<file path="config.mk">
export PLATFORM = sky130hd
export DESIGN_NAME = ws_systolic_tile
export DESIGN_NICKNAME = d
export VERILOG_FILES = /design/src/rtl/ws_sa_pkg.sv /design/src/rtl/ws_pe.sv /design/src/rtl/ws_systolic_tile.sv
export SDC_FILE = /design/constraint.sdc
export NUM_CORES = 2
export LEC_CHECK = 0
export BUFFER_PORTS_ARGS = -buffer_cell sky130_fd_sc_hd__buf_2
export CAP_MARGIN = 40
export CORE_UTILIZATION = 70
export DETAILED_ROUTE_END_ITERATION = 7
export GPL_TIMING_DRIVEN = 0
export MAX_ROUTING_LAYER = met4
export PLACE_DENSITY = 0.88
export SYNTH_ARGS = -nofsm -noshare
export SYNTH_HDL_FRONTEND = slang
export SYNTH_HIERARCHICAL = 1
export SYNTH_SLANG_ARGS = --single-unit
</file>
<file path="constraint.sdc">
create_clock -name clk -period 12.7 [get_ports clk]
set_input_delay 1.905 -clock clk [delete_from_list [all_inputs] [get_ports clk]]
set_output_delay 1.905 -clock clk [all_outputs]
set_load 0.01 [all_outputs]
</file>
<file path="src/rtl/ws_sa_pkg.sv">
// Shared types and arithmetic helpers for the weight-stationary systolic tile.
package ws_sa_pkg;

  typedef enum logic [1:0] {
    ST_EMPTY = 2'd0,
    ST_LOAD  = 2'd1,
    ST_READY = 2'd2,
    ST_DRAIN = 2'd3
  } ws_state_t;

  // Cycles from activation accept to out_valid.
  function automatic int unsigned ws_latency(input int unsigned rows, input int unsigned cols);
    return rows + cols - 1;
  endfunction

  // Overflow of a+b from operand/sum MSBs and carry-out; unsigned adds only overflow upward.
  function automatic logic ws_add_ovf(input logic a_msb, input logic b_msb, input logic s_msb,
                                      input logic carry, input logic sgn);
    return sgn ? ((a_msb == b_msb) && (s_msb != a_msb)) : carry;
  endfunction

  // Saturation direction: toward max unless a signed add of negatives overflowed.
  function automatic logic ws_sat_hi(input logic a_msb, input logic sgn);
    return !sgn || !a_msb;
  endfunction

endpackage

</file>
<file path="src/rtl/ws_pe.sv">
// Weight-stationary processing element: held weight, activation pass-through, MAC into psum.
// WS_SAT_EN selects saturating accumulation with an overflow flag that travels with the psum.
module ws_pe
  import ws_sa_pkg::*;
#(
  parameter int unsigned DATA_W = 8,
  parameter int unsigned ACC_W  = 16,
  parameter int unsigned SIGNED = 0
) (
  input  logic              clk,
  input  logic              reset,
  input  logic              wt_load,
  input  logic [DATA_W-1:0] wt_in,
  input  logic [DATA_W-1:0] act_in,
  input  logic [ACC_W-1:0]  psum_in,
  input  logic              ovf_in,
  output logic [DATA_W-1:0] act_out,
  output logic [ACC_W-1:0]  psum_out,
  output logic              ovf_out
);

  localparam int unsigned PROD_W = 2 * DATA_W;

  logic [DATA_W-1:0] wt;
  logic [ACC_W-1:0]  prod_ext;
  logic [ACC_W-1:0]  sum;
  logic              ovf_nxt;

  // Product extended to accumulator width according to operand signedness.
  if (SIGNED != 0) begin : g_sgn
    logic signed [PROD_W-1:0] prod;
    assign prod     = PROD_W'($signed(act_in)) * PROD_W'($signed(wt));
    assign prod_ext = ACC_W'(prod);
  end else begin : g_uns
    logic [PROD_W-1:0] prod;
    assign prod     = PROD_W'(act_in) * PROD_W'(wt);
    assign prod_ext = ACC_W'(prod);
  end

`ifdef WS_SAT_EN
  localparam logic [ACC_W-1:0] ACC_MAX = (SIGNED != 0) ? {1'b0, {(ACC_W-1){1'b1}}} : {ACC_W{1'b1}};
  localparam logic [ACC_W-1:0] ACC_MIN = (SIGNED != 0) ? {1'b1, {(ACC_W-1){1'b0}}} : {ACC_W{1'b0}};

  logic [ACC_W:0] sum_full;
  logic           add_ovf;

  assign sum_full = {1'b0, psum_in} + {1'b0, prod_ext};
  assign add_ovf  = ws_add_ovf(psum_in[ACC_W-1], prod_ext[ACC_W-1], sum_full[ACC_W-1],
                               sum_full[ACC_W], SIGNED != 0);

  always_comb begin
    sum = sum_full[ACC_W-1:0];
    if (add_ovf) sum = ws_sat_hi(psum_in[ACC_W-1], SIGNED != 0) ? ACC_MAX : ACC_MIN;
  end

  assign ovf_nxt = ovf_in | add_ovf;
`else
  assign sum     = psum_in + prod_ext;
  assign ovf_nxt = ovf_in;
`endif

  always_ff @(posedge clk) begin
    if (reset) begin
      wt       <= '0;
      act_out  <= '0;
      psum_out <= '0;
      ovf_out  <= 1'b0;
    end else begin
      if (wt_load) wt <= wt_in;
      act_out  <= act_in;
      psum_out <= sum;
      ovf_out  <= ovf_nxt;
    end
  end

endmodule

</file>
<file path="src/rtl/ws_systolic_tile.sv">
// Weight-stationary systolic matrix-vector tile: y[c] = sum_r x[r]*W[r][c], with load/drain FSM,
// input skew and output deskew. Define WS_SAT_EN for saturating accumulation and out_ovf flags.
module ws_systolic_tile
  import ws_sa_pkg::*;
#(
  parameter int unsigned DATA_W = 8,
  parameter int unsigned ACC_W  = 16,
  parameter int unsigned ROWS   = 4,
  parameter int unsigned COLS   = 4,
  parameter int unsigned SIGNED = 0
) (
  input  logic                   clk,
  input  logic                   reset,
  input  logic                   wt_valid,
  output logic                   wt_ready,
  input  logic [COLS*DATA_W-1:0] wt_row,
  input  logic                   act_valid,
  output logic                   act_ready,
  input  logic [ROWS*DATA_W-1:0] act_vec,
  output logic                   out_valid,
  output logic [COLS*ACC_W-1:0]  out_vec,
  output logic [COLS-1:0]        out_ovf,
  output logic                   busy
);

  localparam int unsigned LAT  = ws_latency(ROWS, COLS);
  localparam int unsigned VP_W = LAT + 1;
  localparam int unsigned IF_W = $clog2(LAT + 2);
  localparam int unsigned RC_W = (ROWS > 1) ? $clog2(ROWS) : 1;

  ws_state_t        state;
  logic [RC_W-1:0]  row_cnt;
  logic [IF_W-1:0]  inflight;
  logic [IF_W-1:0]  inflight_nxt;
  logic [VP_W-1:0]  vld_pipe;
  logic             wt_fire;
  logic             act_fire;
  logic [ROWS-1:0]  wt_we;

  logic [DATA_W-1:0] act_x  [ROWS];
  logic [DATA_W-1:0] act_h  [ROWS][COLS+1];
  logic [ACC_W-1:0]  psum_v [ROWS+1][COLS];
  logic              ovf_v  [ROWS+1][COLS];

  // Handshake decode; weights take priority over activations in READY.
  assign wt_ready  = (state == ST_EMPTY) || (state == ST_LOAD) ||
                     ((state == ST_READY) && (inflight == '0));
  assign act_ready = (state == ST_READY) && !wt_valid;
  assign wt_fire   = wt_valid && wt_ready;
  assign act_fire  = act_valid && act_ready;
  assign busy      = (state != ST_READY) || (inflight != '0);
  assign out_valid = vld_pipe[LAT];

  always_comb begin
    inflight_nxt = inflight;
    if (act_fire && !out_valid)      inflight_nxt = inflight + IF_W'(1);
    else if (!act_fire && out_valid) inflight_nxt = inflight - IF_W'(1);
  end

  // Load/drain FSM: EMPTY/READY beats start a fresh load at row 0, DRAIN waits for empty pipe.
  always_ff @(posedge clk) begin
    if (reset) begin
      state    <= ST_EMPTY;
      row_cnt  <= '0;
      inflight <= '0;
      vld_pipe <= '0;
    end else begin
      inflight <= inflight_nxt;
      vld_pipe <= VP_W'({vld_pipe, act_fire});
      case (state)
        ST_EMPTY, ST_LOAD, ST_READY: begin
          if (wt_fire) begin
            if (row_cnt == RC_W'(ROWS - 1)) begin
              state   <= ST_READY;
              row_cnt <= '0;
            end else begin
              state   <= ST_LOAD;
              row_cnt <= row_cnt + RC_W'(1);
            end
          end else if ((state == ST_READY) && wt_valid) begin
            state <= ST_DRAIN;
          end
        end
        ST_DRAIN: begin
          if (inflight == '0) begin
            state   <= ST_LOAD;
            row_cnt <= '0;
          end
        end
        default: state <= ST_EMPTY;
      endcase
    end
  end

  // Row r activation enters the array r cycles late; idle cycles inject zeros.
  for (genvar r = 0; r < ROWS; r++) begin : g_skew
    assign act_x[r] = act_fire ? act_vec[r*DATA_W +: DATA_W] : '0;
    assign wt_we[r] = wt_fire && (row_cnt == RC_W'(r));
    if (r == 0) begin : g_d0
      assign act_h[r][0] = act_x[r];
    end else begin : g_dn
      logic [DATA_W-1:0] sk [r];
      always_ff @(posedge clk) begin
        if (reset) begin
          for (int i = 0; i < r; i++) sk[i] <= '0;
        end else begin
          sk[0] <= act_x[r];
          for (int i = 1; i < r; i++) sk[i] <= sk[i-1];
        end
      end
      assign act_h[r][0] = sk[r-1];
    end
  end

  for (genvar r = 0; r < ROWS; r++) begin : g_row
    for (genvar c = 0; c < COLS; c++) begin : g_col
      ws_pe #(
        .DATA_W (DATA_W),
        .ACC_W  (ACC_W),
        .SIGNED (SIGNED)
      ) u_pe (
        .clk      (clk),
        .reset    (reset),
        .wt_load  (wt_we[r]),
        .wt_in    (wt_row[c*DATA_W +: DATA_W]),
        .act_in   (act_h[r][c]),
        .psum_in  (psum_v[r][c]),
        .ovf_in   (ovf_v[r][c]),
        .act_out  (act_h[r][c+1]),
        .psum_out (psum_v[r+1][c]),
        .ovf_out  (ovf_v[r+1][c])
      );
    end
  end

  // Column c waits COLS-1-c cycles so all columns present together; last stage is the output reg.
  for (genvar c = 0; c < COLS; c++) begin : g_dsk
    localparam int unsigned D = COLS - c;
    logic [ACC_W-1:0] dq [D];

    assign psum_v[0][c] = '0;
    assign ovf_v[0][c]  = 1'b0;

    always_ff @(posedge clk) begin
      if (reset) begin
        for (int i = 0; i < D; i++) dq[i] <= '0;
      end else begin
        dq[0] <= psum_v[ROWS][c];
        for (int i = 1; i < D; i++) dq[i] <= dq[i-1];
      end
    end
    assign out_vec[c*ACC_W +: ACC_W] = dq[D-1];

`ifdef WS_SAT_EN
    logic dov [D];
    always_ff @(posedge clk) begin
      if (reset) begin
        for (int i = 0; i < D; i++) dov[i] <= 1'b0;
      end else begin
        dov[0] <= ovf_v[ROWS][c];
        for (int i = 1; i < D; i++) dov[i] <= dov[i-1];
      end
    end
    assign out_ovf[c] = dov[D-1];
`else
    assign out_ovf[c] = 1'b0;
`endif
  end

endmodule
</file>
Yosys cells after proc, flatten, opt, wreduce, memory -nomap -nowiden
Memory sizes are Yosys's and may differ from the RTL's.
Index checks and enable logic that the tools add are counted.
{"block": "classes", "eq_ne": 10, "reduce_logical": 27, "add_sub_neg": 15, "muxes": 36, "mul": 16, "n_bitwise": 14}
{"cell": "8-bit by 8-bit multiplier with 16-bit output", "n": 16}
{"cell": "16-bit adder", "n": 12}
{"cell": "16-bit 2-to-1 mux", "n": 10}
{"cell": "8-bit 2-to-1 mux", "n": 10}
{"cell": "16-bit OR reduction", "n": 1}
{"cell": "2-bit 2-to-1 mux", "n": 7}
{"cell": "1-bit OR", "n": 14}
{"cell": "1-bit logical AND", "n": 11}
{"cell": "2-bit == test, second input constant", "n": 4}
{"cell": "4-bit 2-to-1 mux", "n": 2}
{"cell": "2-bit case mux with 2 select lines", "n": 2}
{"cell": "8-bit OR reduction", "n": 1}
{"cell": "2-bit inequality test, second input constant", "n": 3}
{"cell": "1-bit 2-to-1 mux", "n": 5}
{"cell": "4-bit by 1-bit adder with 4-bit output, second input constant", "n": 1}
{"cell": "2-bit by 1-bit == test with 1-bit output, second input constant", "n": 2}
{"cell": "2-bit logical NOT", "n": 2}
{"cell": "4-bit logical NOT", "n": 1}
{"cell": "2-bit AND reduction", "n": 2}
{"cell": "4-bit nonzero test", "n": 1}
{"cell": "4-bit by 1-bit subtractor with 4-bit output, second input constant", "n": 1}
{"cell": "1-bit logical NOT", "n": 3}
{"cell": "1-bit logical OR", "n": 3}
{"cell": "3-bit inequality test, second input constant", "n": 1}
{"cell": "3 further kinds", "n": 3}
{"block": "totals", "inputBits": 68, "n_memories": 7, "register_bits": 496, "ram_bits": 208}
{"name": "g_dsk[0].dq", "depth": 4, "width": 16, "read_ports": 4, "rd_ports_with_merged_regs": 0, "write_ports": 4, "line_no": "ws_systolic_tile.sv:139", "source": "logic [ACC_W-1:0] dq [D];"}
{"name": "g_dsk[1].dq", "depth": 3, "width": 16, "read_ports": 3, "rd_ports_with_merged_regs": 0, "write_ports": 3, "line_no": "ws_systolic_tile.sv:139"}
{"name": "g_dsk[2].dq", "depth": 2, "width": 16, "read_ports": 2, "rd_ports_with_merged_regs": 0, "write_ports": 2, "line_no": "ws_systolic_tile.sv:139"}
{"name": "g_skew[3].g_dn.sk", "depth": 3, "width": 8, "read_ports": 3, "rd_ports_with_merged_regs": 0, "write_ports": 3, "line_no": "ws_systolic_tile.sv:102", "source": "logic [DATA_W-1:0] sk [r];"}
{"name": "g_dsk[3].dq", "depth": 1, "width": 16, "read_ports": 1, "rd_ports_with_merged_regs": 0, "write_ports": 1, "line_no": "ws_systolic_tile.sv:139"}
{"name": "g_skew[2].g_dn.sk", "depth": 2, "width": 8, "read_ports": 2, "rd_ports_with_merged_regs": 0, "write_ports": 2, "line_no": "ws_systolic_tile.sv:102"}
{"name": "+1 memories"}

Longest topological paths before layout
{"block": "logic_depth", "ltp_word": 7, "mapped_depth": 20, "ltp_nobuf": 18}

Cells and area by module
The synthesis kept the hierarchy.
{"module": "ws_pe (g_row[1].g_col[1].u_pe ...)", "area_per_inst_um2": 3499.6, "seq_area_each_um2": 660.6, "instances": 8, "cells_per_inst": 390}
{"module": "ws_pe (g_row[0].g_col[0].u_pe ...)", "area_per_inst_um2": 3425.8, "seq_area_each_um2": 660.6, "instances": 5, "cells_per_inst": 377}
{"module": "ws_systolic_tile", "area_per_inst_um2": 6676.4, "seq_area_each_um2": 4484.3, "instances": 1, "cells_per_inst": 571}
{"module": "ws_pe (g_row[3].g_col[1].u_pe)", "area_per_inst_um2": 3493.4, "seq_area_each_um2": 660.6, "instances": 1, "cells_per_inst": 391}
{"module": "ws_pe (g_row[3].g_col[2].u_pe)", "area_per_inst_um2": 3485.8, "seq_area_each_um2": 660.6, "instances": 1, "cells_per_inst": 388}
{"module": "ws_pe (g_row[3].g_col[3].u_pe)", "area_per_inst_um2": 3475.8, "seq_area_each_um2": 660.6, "instances": 1, "cells_per_inst": 385}

Worst setup path after synthesis
No wires, ideal clock.
{"block": "synth_path", "path_kind": "input port to flip-flop", "startpoint": "input wt_valid", "endpoint": "register g_row[0].g_col[0].u_pe.psum_out[14]", "setup_ps": 121, "slack_ps": 5973, "cell_stages": 18, "required_ps": 12579, "arrival_time_ps": 6607, "cell_sequence": "nor3b_1 -> clkbuf_1 -> and3_1 -> clkbuf_1 -> nand2_1 -> fa_1 -> inv_1 -> fa_1 -> fa_1 -> inv_1 -> fa_1 -> inv_1 -> ha_1 -> and2_1 -> a21o_1 -> a221o_1 -> a41oi_1 -> mux2_2"}
{"item": "start, declared", "line_no": "ws_systolic_tile.sv:14", "source": "input logic wt_valid,"}
{"item": "end signal, assigned", "line_no": "ws_pe.sv:71", "source": "psum_out <= sum;"}
{"item": "end, declared", "line_no": "ws_pe.sv:18", "source": "output logic [ACC_W-1:0] psum_out,"}

==> results.md <==
- Leaving out fill and tap cells, the most frequent cell in the layout is sky130_fd_sc_hd__inv_1.
- The starting density of the core is 0.712.
- Power spread over the standard cell area amounts to 77.1 nW/µm².
- The die span in y is 297 µm.
- The maximum number of pins on one net before global-route repair is 32.
- The setup slack after placement is 4.65 ns.
- Of the total power, the share spent switching nets is 0.251.
- The signal on the critical path passes through buf_2 > nor3b_1 > clkbuf_1 > and3_1 > clkbuf_1 > nand2_1 > fa_1 > inv_1 > fa_1 > fa_1 > inv_1 > fa_1 > inv_1 > ha_1 > and2_1 > a21o_1 > a221o_1 > a41oi_1 > mux2_2.
- Across all layers, the routed design uses 44.6k vias.
- The floorplan core area is 85,700 µm².
- The tightest hold path in the finished design has a slack of 0.435 ns.
- At the end of the flow the core is filled with cells to 0.772.
- In this run the cell area measured after placement is 63,400 µm².
- In this run the post-CTS setup repair buffer count came out at 0.
- The maximum fanout along the worst path is 10.
- The TritonCTS buffer count is 76.
- VDD sags by at most 0.107 mV.
- After synthesis, the mean cell area works out to 9.18 µm².
- The mapped netlist covers 61,000 µm².
- The element type at the critical path end is a register.
- The internal portion of total power is 3.82 mW.
- The Yosys step of the flow raised 6 warnings.
- The number of setup violations in the final report is 0.
- The total area of multi-input combinational cells is 40,400 µm².
- The area added between synthesis and finish is 8.42%.
- In this run the count of I/O pins placed on the die edge is 140.
- Port buffering added 135 buffers.
- The top cell family by delay on the critical path is adder cells.
- The clock passes through at most 3 buffers.
- Across every metal layer, demand over resource in global routing totals 0.328.
- The share of total power dissipated in combinational logic is 0.078.
- The cell area after layout is 66,100 µm².
- The least setup slack across all paths after layout is 5.24 ns.
- Dividing the detail-routed wire length by the instance count gives 16.6 µm.
- Measured against its own limit, the worst slew margin works out to 0.364.
- In the final timing run, aggregate negative setup slack is 0 ns.
- The largest stage delay on the critical path is 0.76 ns.
- The number of nets in the final layout is 8,362.
- The first-pass detailed-route iteration total is 8.
- The period utilization is 0.587.
- The number of fill cells is 5,384.
- The first global-routing pass estimated 229,000 µm of wire.
- For the pin with the worst max-slew slack, the measured transition is 0.951 ns.
- The number of cells after detailed placement is 7,992.
- Post-CTS repair changed the size of 0 cells.
- The maximum level of the CTS H-tree is 3.
- The required time of the worst setup path is 13.23 ns.
- The clock share of power is 0.469.
- The final standard cell count with taps included and fillers excluded is 8,135.
- The flow ran to the end, and the final reports show no timing, DRC or antenna violations.
- For this design the static power due to leakage is 33.7 nW.
- The die is 297 µm wide.
- Wires add up to 135,000 µm.
- For the worst-skew pair, the clock arrives at the later sink with an insertion delay of 0.65 ns.
- The buffering stage count on the worst path with inverters included is 6.
- Between clock sinks in the finished design, the worst skew comes to 0.0247 ns.
- For this block, the initial DRC count from the detailed router was 2,771.
- The die covers 88,300 µm².
- For flop-to-flop paths, the worst setup slack is 6.09 ns.
- The post-DP HPWL is 102,000 µm.
- The cell at the root of the clock tree is sky130_fd_sc_hd__clkbuf_16.
- In the layout the commonest cells are sky130_fd_sc_hd__inv_1, sky130_fd_sc_hd__fa_1, sky130_fd_sc_hd__dfxtp_1, sky130_fd_sc_hd__ha_1, sky130_fd_sc_hd__and2_1.
- In this run the power spent charging and discharging nets is 1.28 mW.
- Setup repair after global routing left no endpoint under its margin.
- The type of element launching the critical path is a primary input.
- The type of the worst setup path is in2reg.
- TritonCTS built the clock tree.
- Summing all flip-flop and latch instances after layout gives 14,100 µm².
- The number of hold-repair buffers added at the cts stage is 0.
- The floorplan has 107 rows.
- The DRC violation count after routing is 0.
- The via density per instance is 5.49.
- After layout, the minimum clock period comes to 7.46 ns.
- In this run the worst hold path is classified as reg2reg.
- The sequential group share of total power is 0.452.
- The count of endpoints failing hold in the final timing report is 0.
- At the end of routability-driven placement, the weighted congestion stood at 0.916.
- The overall power of the completed layout is 5.10 mW.
- Synthesis produced 6,644 cells.
- The worst-path cell with the longest stage delay is sky130_fd_sc_hd__nor3b_1.
- The share of final-layout standard cells stronger than drive strength 1 is 0.0547.
- The clock net sink count is 704.
- The initial antenna violation count is 5.
- The max-slew violation count is 0.
- The residual overflow from global routing is 0.
- The number of maximum-capacitance constraint violations is 0.
- The count of nets left with antenna violations once routing finished came out at 0.
- The clock transition at the register clock pins on the worst setup and hold paths after CTS is 0.06 ns.
- The critical path data arrival time is 7.99 ns.
- Timing would allow up to 134 MHz.
- The most numerous cell on the critical path is sky130_fd_sc_hd__fa_1.
- The number of global-route vias before repair is 48.7k.
[sequential cells by signal, summed over array words and instances, names as in the netlist]
signal	flops
row_cnt	2
g_skew.g_dn.sk	48
vld_pipe	8
state	2
g_dsk.dq	160
g_row.g_col.u_pe/act_out	96
g_row.g_col.u_pe/psum_out	256
g_row.g_col.u_pe/wt	128
inflight	4
[worst reg2reg max path, stage by stage, from the launching register on]
cell                       delay [ns]
sky130_fd_sc_hd__dfxtp_1         0.30
sky130_fd_sc_hd__buf_2           0.20
sky130_fd_sc_hd__nor3b_1         0.80
sky130_fd_sc_hd__clkbuf_1        0.50
sky130_fd_sc_hd__and3_1          0.23
sky130_fd_sc_hd__clkbuf_1        0.38
sky130_fd_sc_hd__nand2_1         0.15
sky130_fd_sc_hd__fa_1            0.56
sky130_fd_sc_hd__inv_1           0.05
sky130_fd_sc_hd__fa_1            0.46
sky130_fd_sc_hd__fa_1            0.55
sky130_fd_sc_hd__inv_1           0.06
sky130_fd_sc_hd__fa_1            0.54
sky130_fd_sc_hd__inv_1           0.05
sky130_fd_sc_hd__ha_1            0.35
sky130_fd_sc_hd__and2_1          0.24
sky130_fd_sc_hd__a21o_1          0.21
sky130_fd_sc_hd__a221o_1         0.33
sky130_fd_sc_hd__a41oi_1         0.20
sky130_fd_sc_hd__mux2_2          0.37
[layout make-up]
type | instances | area share
Clock buffer | 99 | 0.0324
Buffer | 200 | 0.0135
Multi-Input combinational cell | 4254 | 0.611
Timing Repair Buffer | 137 | 0.0107
Tap cell | 1144 | 0.0216
Inverter | 1553 | 0.0881
Antenna cell | 3 | 0.000114
Clock inverter | 41 | 0.00901
Sequential cell | 704 | 0.213
[path summary, 6_finish.rpt]
path                                         endpoint                                from  cells after the start
setup / recovery  g_row[0].g_col[0].u_pe/psum_out[14]                            wt_valid                     19
hold / removal                      g_dsk[1].dq[0][4]  g_row[3].g_col[1].u_pe/psum_out[4]                      1
setup reg to reg  g_row[0].g_col[0].u_pe/psum_out[14]                            state[1]                     19
hold reg to reg                     g_dsk[1].dq[0][4]  g_row[3].g_col[1].u_pe/psum_out[4]                      1
[power groups by stage]
stage	Sequential (mW)	Clock [mW]	Combinational, mW
2_1_floorplan	2.33	0	0.274
3_3_place_gp	2.35	0	0.370
3_5_place_dp	2.35	0	0.388
4_1_cts	2.30	2.42	0.397
5_1_grt	2.31	2.52	0.449
6_report	2.31	2.39	0.400
[layer usage]
metal,track usage,wire [µm],up-vias
li1,-,-,20500
met1,0.362,51200,22100
met2,0.580,69500,1513
met3,0.0377,6850,504
met4,0.175,7820,0
met5,-,0,-
(Power assumes the default switching activity.)
